### config.mk
export PLATFORM = sky130hd
export DESIGN_NAME = fifo_stream_reader
export DESIGN_NICKNAME = d
export VERILOG_FILES = /design/src/rtl/sync_fifo_pkg.sv /design/src/rtl/fifo_rd_buf.sv /design/src/rtl/fifo_stream_reader.sv
export SDC_FILE = /design/constraint.sdc
export NUM_CORES = 1
export LEC_CHECK = 0
export CAP_MARGIN = 20
export CORE_UTILIZATION = 53
export DETAILED_ROUTE_END_ITERATION = 6
export GPL_ROUTABILITY_DRIVEN = 0
export PLACE_DENSITY_LB_ADDON = 0.15
export SKIP_LAST_GASP = 1
export SYNTH_ARGS = -nofsm -noshare
export SYNTH_HDL_FRONTEND = slang
export SYNTH_SLANG_ARGS = --single-unit
### constraint.sdc
create_clock -name clk -period 2.4 [get_ports clk]
set_input_delay 0.24 -clock clk [delete_from_list [all_inputs] [get_ports clk]]
set_output_delay 0.24 -clock clk [all_outputs]
set_load 0.01 [all_outputs]
### src/rtl/sync_fifo_pkg.sv
// Constants shared by the sync FIFO and its read-side drain engine.
// Also provides the occupancy-counter width helper used by the prefetch buffer.
package sync_fifo_pkg;

  localparam int FIFO_DATA_WIDTH = 8;
  localparam int FIFO_DEPTH      = 16;
  localparam int FIFO_PTR_WIDTH  = $clog2(FIFO_DEPTH);

  // One extra bit so a completely full buffer is distinguishable from empty.
  function automatic int occ_width(input int depth);
    return $clog2(depth) + 1;
  endfunction

endpackage

### src/rtl/fifo_rd_buf.sv
// Small circular prefetch store for the stream reader.
// Supports push, pop and flush; exposes the head entry and the occupancy.
module fifo_rd_buf
  import sync_fifo_pkg::*;
#(
  parameter int DATA_WIDTH = FIFO_DATA_WIDTH,
  parameter int BUF_DEPTH  = 4,
  localparam int PTR_W     = $clog2(BUF_DEPTH),
  localparam int OCC_W     = occ_width(BUF_DEPTH)
) (
  input  logic                  clk,
  input  logic                  rst,
  input  logic                  flush,
  input  logic                  push,
  input  logic [DATA_WIDTH-1:0] push_data,
  input  logic                  pop,
  output logic [DATA_WIDTH-1:0] head_data,
  output logic [OCC_W-1:0]      occ
);

  logic [DATA_WIDTH-1:0] mem [BUF_DEPTH];
  logic [PTR_W-1:0]      head;
  logic [PTR_W-1:0]      tail;

  assign head_data = mem[head];

  // Flush empties the buffer by snapping head onto tail; stored words become stale.
  always_ff @(posedge clk) begin
    if (rst) begin
      head <= '0;
      tail <= '0;
      occ  <= '0;
      for (int i = 0; i < BUF_DEPTH; i++) begin
        mem[i] <= '0;
      end
    end else if (flush) begin
      occ  <= '0;
      head <= tail;
    end else begin
      if (push) begin
        mem[tail] <= push_data;
        tail      <= tail + PTR_W'(1);
      end
      if (pop) begin
        head <= head + PTR_W'(1);
      end
      case ({push, pop})
        2'b10:   occ <= occ + OCC_W'(1);
        2'b01:   occ <= occ - OCC_W'(1);
        default: occ <= occ;
      endcase
    end
  end

endmodule

### src/rtl/fifo_stream_reader.sv
// Read-side drain engine: issues FIFO reads, tracks the one-cycle read latency
// and re-presents the words as a valid/ready stream through a prefetch buffer.
module fifo_stream_reader
  import sync_fifo_pkg::*;
#(
  parameter int DATA_WIDTH = FIFO_DATA_WIDTH,
  parameter int BUF_DEPTH  = 4,
  parameter int CNT_WIDTH  = 16
) (
  input  logic                  clk,
  input  logic                  rst,
  input  logic                  fifo_empty,
  input  logic                  fifo_wr_busy,
  input  logic [DATA_WIDTH-1:0] fifo_data,
  output logic                  fifo_rd_en,
  output logic                  m_valid,
  input  logic                  m_ready,
  output logic [DATA_WIDTH-1:0] m_data,
  input  logic                  flush,
  output logic [CNT_WIDTH-1:0]  beat_count
);

  localparam int OCC_W = occ_width(BUF_DEPTH);

  logic             inflight;
  logic [OCC_W-1:0] occ;
  logic [OCC_W:0]   pending;
  logic             rd_accept;
  logic             push;
  logic             pop;

  // Reserve a slot for the word still in flight so the buffer can never overflow.
  assign pending    = {1'b0, occ} + {{OCC_W{1'b0}}, inflight};
  assign fifo_rd_en = !rst && !flush && !fifo_empty && (pending < (OCC_W+1)'(BUF_DEPTH));
  assign rd_accept  = fifo_rd_en && !fifo_empty && !fifo_wr_busy;

  assign m_valid = (occ != '0);
  assign push    = inflight && !flush;
  assign pop     = m_valid && m_ready && !flush;

  // The FIFO's data_out is registered, so an accepted read lands one cycle later.
  always_ff @(posedge clk) begin
    if (rst) begin
      inflight   <= 1'b0;
      beat_count <= '0;
    end else begin
      inflight <= rd_accept;
      if (pop) begin
        beat_count <= beat_count + CNT_WIDTH'(1);
      end
    end
  end

  fifo_rd_buf #(
    .DATA_WIDTH (DATA_WIDTH),
    .BUF_DEPTH  (BUF_DEPTH)
  ) u_buf (
    .clk       (clk),
    .rst       (rst),
    .flush     (flush),
    .push      (push),
    .push_data (fifo_data),
    .pop       (pop),
    .head_data (m_data),
    .occ       (occ)
  );

endmodule

==> results of run 1 <==
[placed cells by master, fill, tap and decap left out, drive strengths merged]
cell           count
clkdlybuf4s50     39
nor2              33
edfxtp            32
dfxtp             26
inv               16
nand2             15
buf               15
clkbuf            13
xnor2             10
mux4               8
a21oi              8
and2               8
or4                6
nor3               6
o31ai              6
nand2b             4
xor2               4
nor2b              3
nor4               3
o21bai             3
or2                3
nand3              2
nor4b              2
ha                 2
clkinv             2
a31oi              1
nand4b             1
nor3b              1
o21ai              1
mux2i              1
nand4              1
and4               1
a311oi             1
nor4bb             1
a2111oi            1
a31o               1
mux2               1
fa                 1
bufinv             1
[cell usage after synthesis (2+ instances only)]
library cell               instances
sky130_fd_sc_hd__inv_1            16
sky130_fd_sc_hd__and2_1            8
sky130_fd_sc_hd__o21bai_1          3
sky130_fd_sc_hd__nor2b_1           3
sky130_fd_sc_hd__nand2b_1          4
sky130_fd_sc_hd__edfxtp_1         32
sky130_fd_sc_hd__xor2_1            4
sky130_fd_sc_hd__dfxtp_1          26
sky130_fd_sc_hd__mux4_2            8
sky130_fd_sc_hd__nor2_1           33
sky130_fd_sc_hd__nor4_1            3
sky130_fd_sc_hd__clkbuf_1          8
sky130_fd_sc_hd__xnor2_1          10
sky130_fd_sc_hd__nor3_1            6
sky130_fd_sc_hd__or4_1             6
sky130_fd_sc_hd__nand3_1           2
sky130_fd_sc_hd__nor4b_1           2
sky130_fd_sc_hd__o31ai_1           5
sky130_fd_sc_hd__a21oi_1           8
sky130_fd_sc_hd__nand2_1          15
sky130_fd_sc_hd__ha_1              2
[flip-flops by register name, summed over array words and instances (netlist names), named ones only]
signal	cells
beat_count	16
inflight	1
u_buf.mem	32
u_buf.head	2
u_buf.tail	2
u_buf.occ	3
[path summary, 6_finish.rpt]
path                  startpoint  slack (ps)  depth (start not counted)             end
setup / recovery           flush         150                          4      fifo_rd_en
hold / removal      fifo_wr_busy         460                          2        inflight
setup reg to reg    u_buf.occ[0]         510                          9    u_buf.occ[2]
hold reg to reg   beat_count[14]         500                          2  beat_count[14]
[layer usage]
layer  wire (µm)  vias to the layer above  GRT usage [%]  part of all wire, %
li1            -                      901              -                    -
met1        2210                      857           24.4                   45
met2        2450                       45           37.5                   50
met3         228                        4           6.75                  4.6
met4          37                        0           8.44                 0.75
met5           0                        -              0                    0
[cell type report]
type                            count  area [µm²]  share of cell area (%)
Clock buffer                       13         149                    4.55
Tap cell                           52        65.1                    1.99
Clock inverter                      3        40.0                    1.22
Timing Repair Buffer               54         503                    15.4
Inverter                           16        60.1                    1.83
Sequential cell                    58        1480                    45.3
Multi-Input combinational cell    139         975                    29.8
[per-stage QoR]
step / hold slack, ps / util, %
after global placement: 481 / 68.9
after global routing: 481 / 73.2
final: 459 / 73.2
after detailed placement: 484 / 68.9
after floorplan: 312 / -
after CTS: 441 / 73.2
[critical path, stage by stage]
cell and delay [ps]:
sky130_fd_sc_hd__clkdlybuf4s50_1 500, sky130_fd_sc_hd__or4_1 530, sky130_fd_sc_hd__a31oi_1 180, sky130_fd_sc_hd__clkdlybuf4s50_1 560
[report_power, final]
group	internal (W)	switching, W	leakage [nW]
registers	0.00107	0.00000935	0.542
clock network	0.000506	0.000364	0.0974
logic	0.0000635	0.0000474	0.527
total	0.00164	0.000421	1.17
[logic make-up (layout without fill, tap and decap cells)]
kind of cell / after synthesis / in the layout / synth area share (%)
buf+inv: 25 / 86 / 3.68
fa+ha+maj: 3 / 3 / 1.77
simple gates: 90 / 90 / 17.9
mux: 10 / 10 / 7.90
flops: 58 / 58 / 58.1
xor+xnor: 14 / 14 / 4.81
compound gates: 22 / 22 / 5.89
==> metrics.log, run 1 <==
[metrics] status: finished, violations left
[metrics] failing checks: DRC
[metrics] category of the worst setup path capture point: output port
[metrics] setup_tns: 0 ps
[metrics] global-route usage over all layers: about a fifth
[metrics] final WL: a little under 5000 µm
[metrics] CTS tree: yes
[metrics] overall power consumption: slightly above 0.002 W
[metrics] first-pass iteration count of the detailed router: 6
[metrics] synth-to-layout area growth: 28.4%
[metrics] register clock-pin slew on the reported worst setup and hold paths: ~60 ps
[metrics] cells after synthesis: 222
[metrics] sum of overflow across all layers after global routing: 0
[metrics] antenna fix cells: 0
[metrics] Pleak: 1.17 nW
[metrics] Iter 0 DRT Violations: ~130
[metrics] quantity of hold-fixing buffers added after cts: 0
[metrics] Area contributors post-synth: sky130_fd_sc_hd__edfxtp_1, sky130_fd_sc_hd__dfxtp_1, sky130_fd_sc_hd__mux4_2, sky130_fd_sc_hd__nor2_1, sky130_fd_sc_hd__xnor2_1
[metrics] RSZ-0062 raised after global routing: no
[metrics] type of the setup path with the least slack: in -> out
[metrics] CTS Sinks: 58
[metrics] Least-Margin Pin Slew: 661 ps
[metrics] total DRC errors in the routed layout: 4
[metrics] final critical-path setup slack: ~150 ps
[metrics] floorplan die area: slightly above 5000 µm²
[metrics] WP data arrival: between 2000 and 2500 ps
[metrics] core region area: 4470 µm²
[metrics] peak ir drop on the vdd network: between 0.4 and 0.5 mV
[metrics] average cell area after synthesis: roughly 11 µm²
[metrics] EDFF count, synth: 32
[metrics] NumNets Final: 295
[metrics] maximum clock rate: between 0.4 and 0.5 GHz
[metrics] final clock period utilization by the worst path: 93.9%
[metrics] share of synthesized flip-flops with an asynchronous set or reset: 0%
[metrics] total of buffers placed on input and output ports: 39
[metrics] CTS root buf: sky130_fd_sc_hd__clkbuf_8
[metrics] path class of the lowest-slack min-delay path: in -> reg
[metrics] area leader, netlist: sky130_fd_sc_hd__edfxtp_1
[metrics] number of top-level design ports: 40
[metrics] Yosys reg bits: a little under 60
[metrics] fillers: between 300 and 400
[metrics] Setup WS pre-CTS: 144 ps
[metrics] Placed Instance Area: ~3100 µm²
[metrics] initial antenna violation count: 0
[metrics] ratio of cells with drive above 1 in the final layout: 14.1%
[metrics] count of final max-slew check failures: 0
[metrics] routed wire length per instance: around 15 µm
[metrics] Slew headroom: 54.8%
[metrics] Post-Layout Cell Count: ~340
[metrics] critical path launch point type: input pin
[metrics] number of buffers between clock root and the deepest sink: 2
[metrics] critical path required time: 2160 ps
[metrics] CTS resizes: 0
[metrics] most used flip-flop cell after synthesis: sky130_fd_sc_hd__edfxtp_1
[metrics] portion of synthesized cell area occupied by the leading cell type: between 30% and 40%
[metrics] area of all placed cells without fillers: ~3300 µm²
[metrics] pin count of the biggest net entering global routing: 32
[metrics] minimum period implied by the final worst setup slack: 2250 ps
[metrics] starting density of the core: a little under three fifths
[metrics] net count after synthesis: roughly 240
[metrics] Final setup viols: 0
[metrics] postcts setup bufs: 0
[metrics] max-cap violation count: 0
[metrics] Max Clock Skew: ~11 ps
[metrics] wire length of the first global-routing pass: roughly 8100 µm
[metrics] Max Fanout on Critical Path: 6
[metrics] Post-DRT Antenna Nets: 0
[metrics] post-synthesis instance area: approximately 2500 µm²
[metrics] post-synthesis cell type count: 39
[metrics] sequential-to-total area share from yosys stat: 58.1%
[metrics] DIE WIDTH: 71.4 µm
[metrics] number of vias per cell after detailed routing: approximately 5.4
[metrics] number of hold violations in the final report: 0
[metrics] final HPWL from detailed placement: ~3300 µm
[metrics] clock insertion delay at the later pin of the skew report: 330 ps
[metrics] H-tree levels: 3
[metrics] vias after detailed routing: approximately 1800
[metrics] number of placement rows: 24
[metrics] Num CTS Buffers: 9
[metrics] power per standard cell area: about 630 nW/µm²
[metrics] number of global-route vias before repair: 1791
[metrics] placed cell count: approximately 320
[metrics] Synthesis Warnings: 0
[metrics] height of the chip: roughly 71 µm
(Power assumes the default switching activity.)
==> inputs of run 2 (changes only) <==
Settings changed: SLEW_MARGIN set to 20.
==> results of run 2 <==
Same layout as run 1: the final DEF is identical, and so are final timing and power.
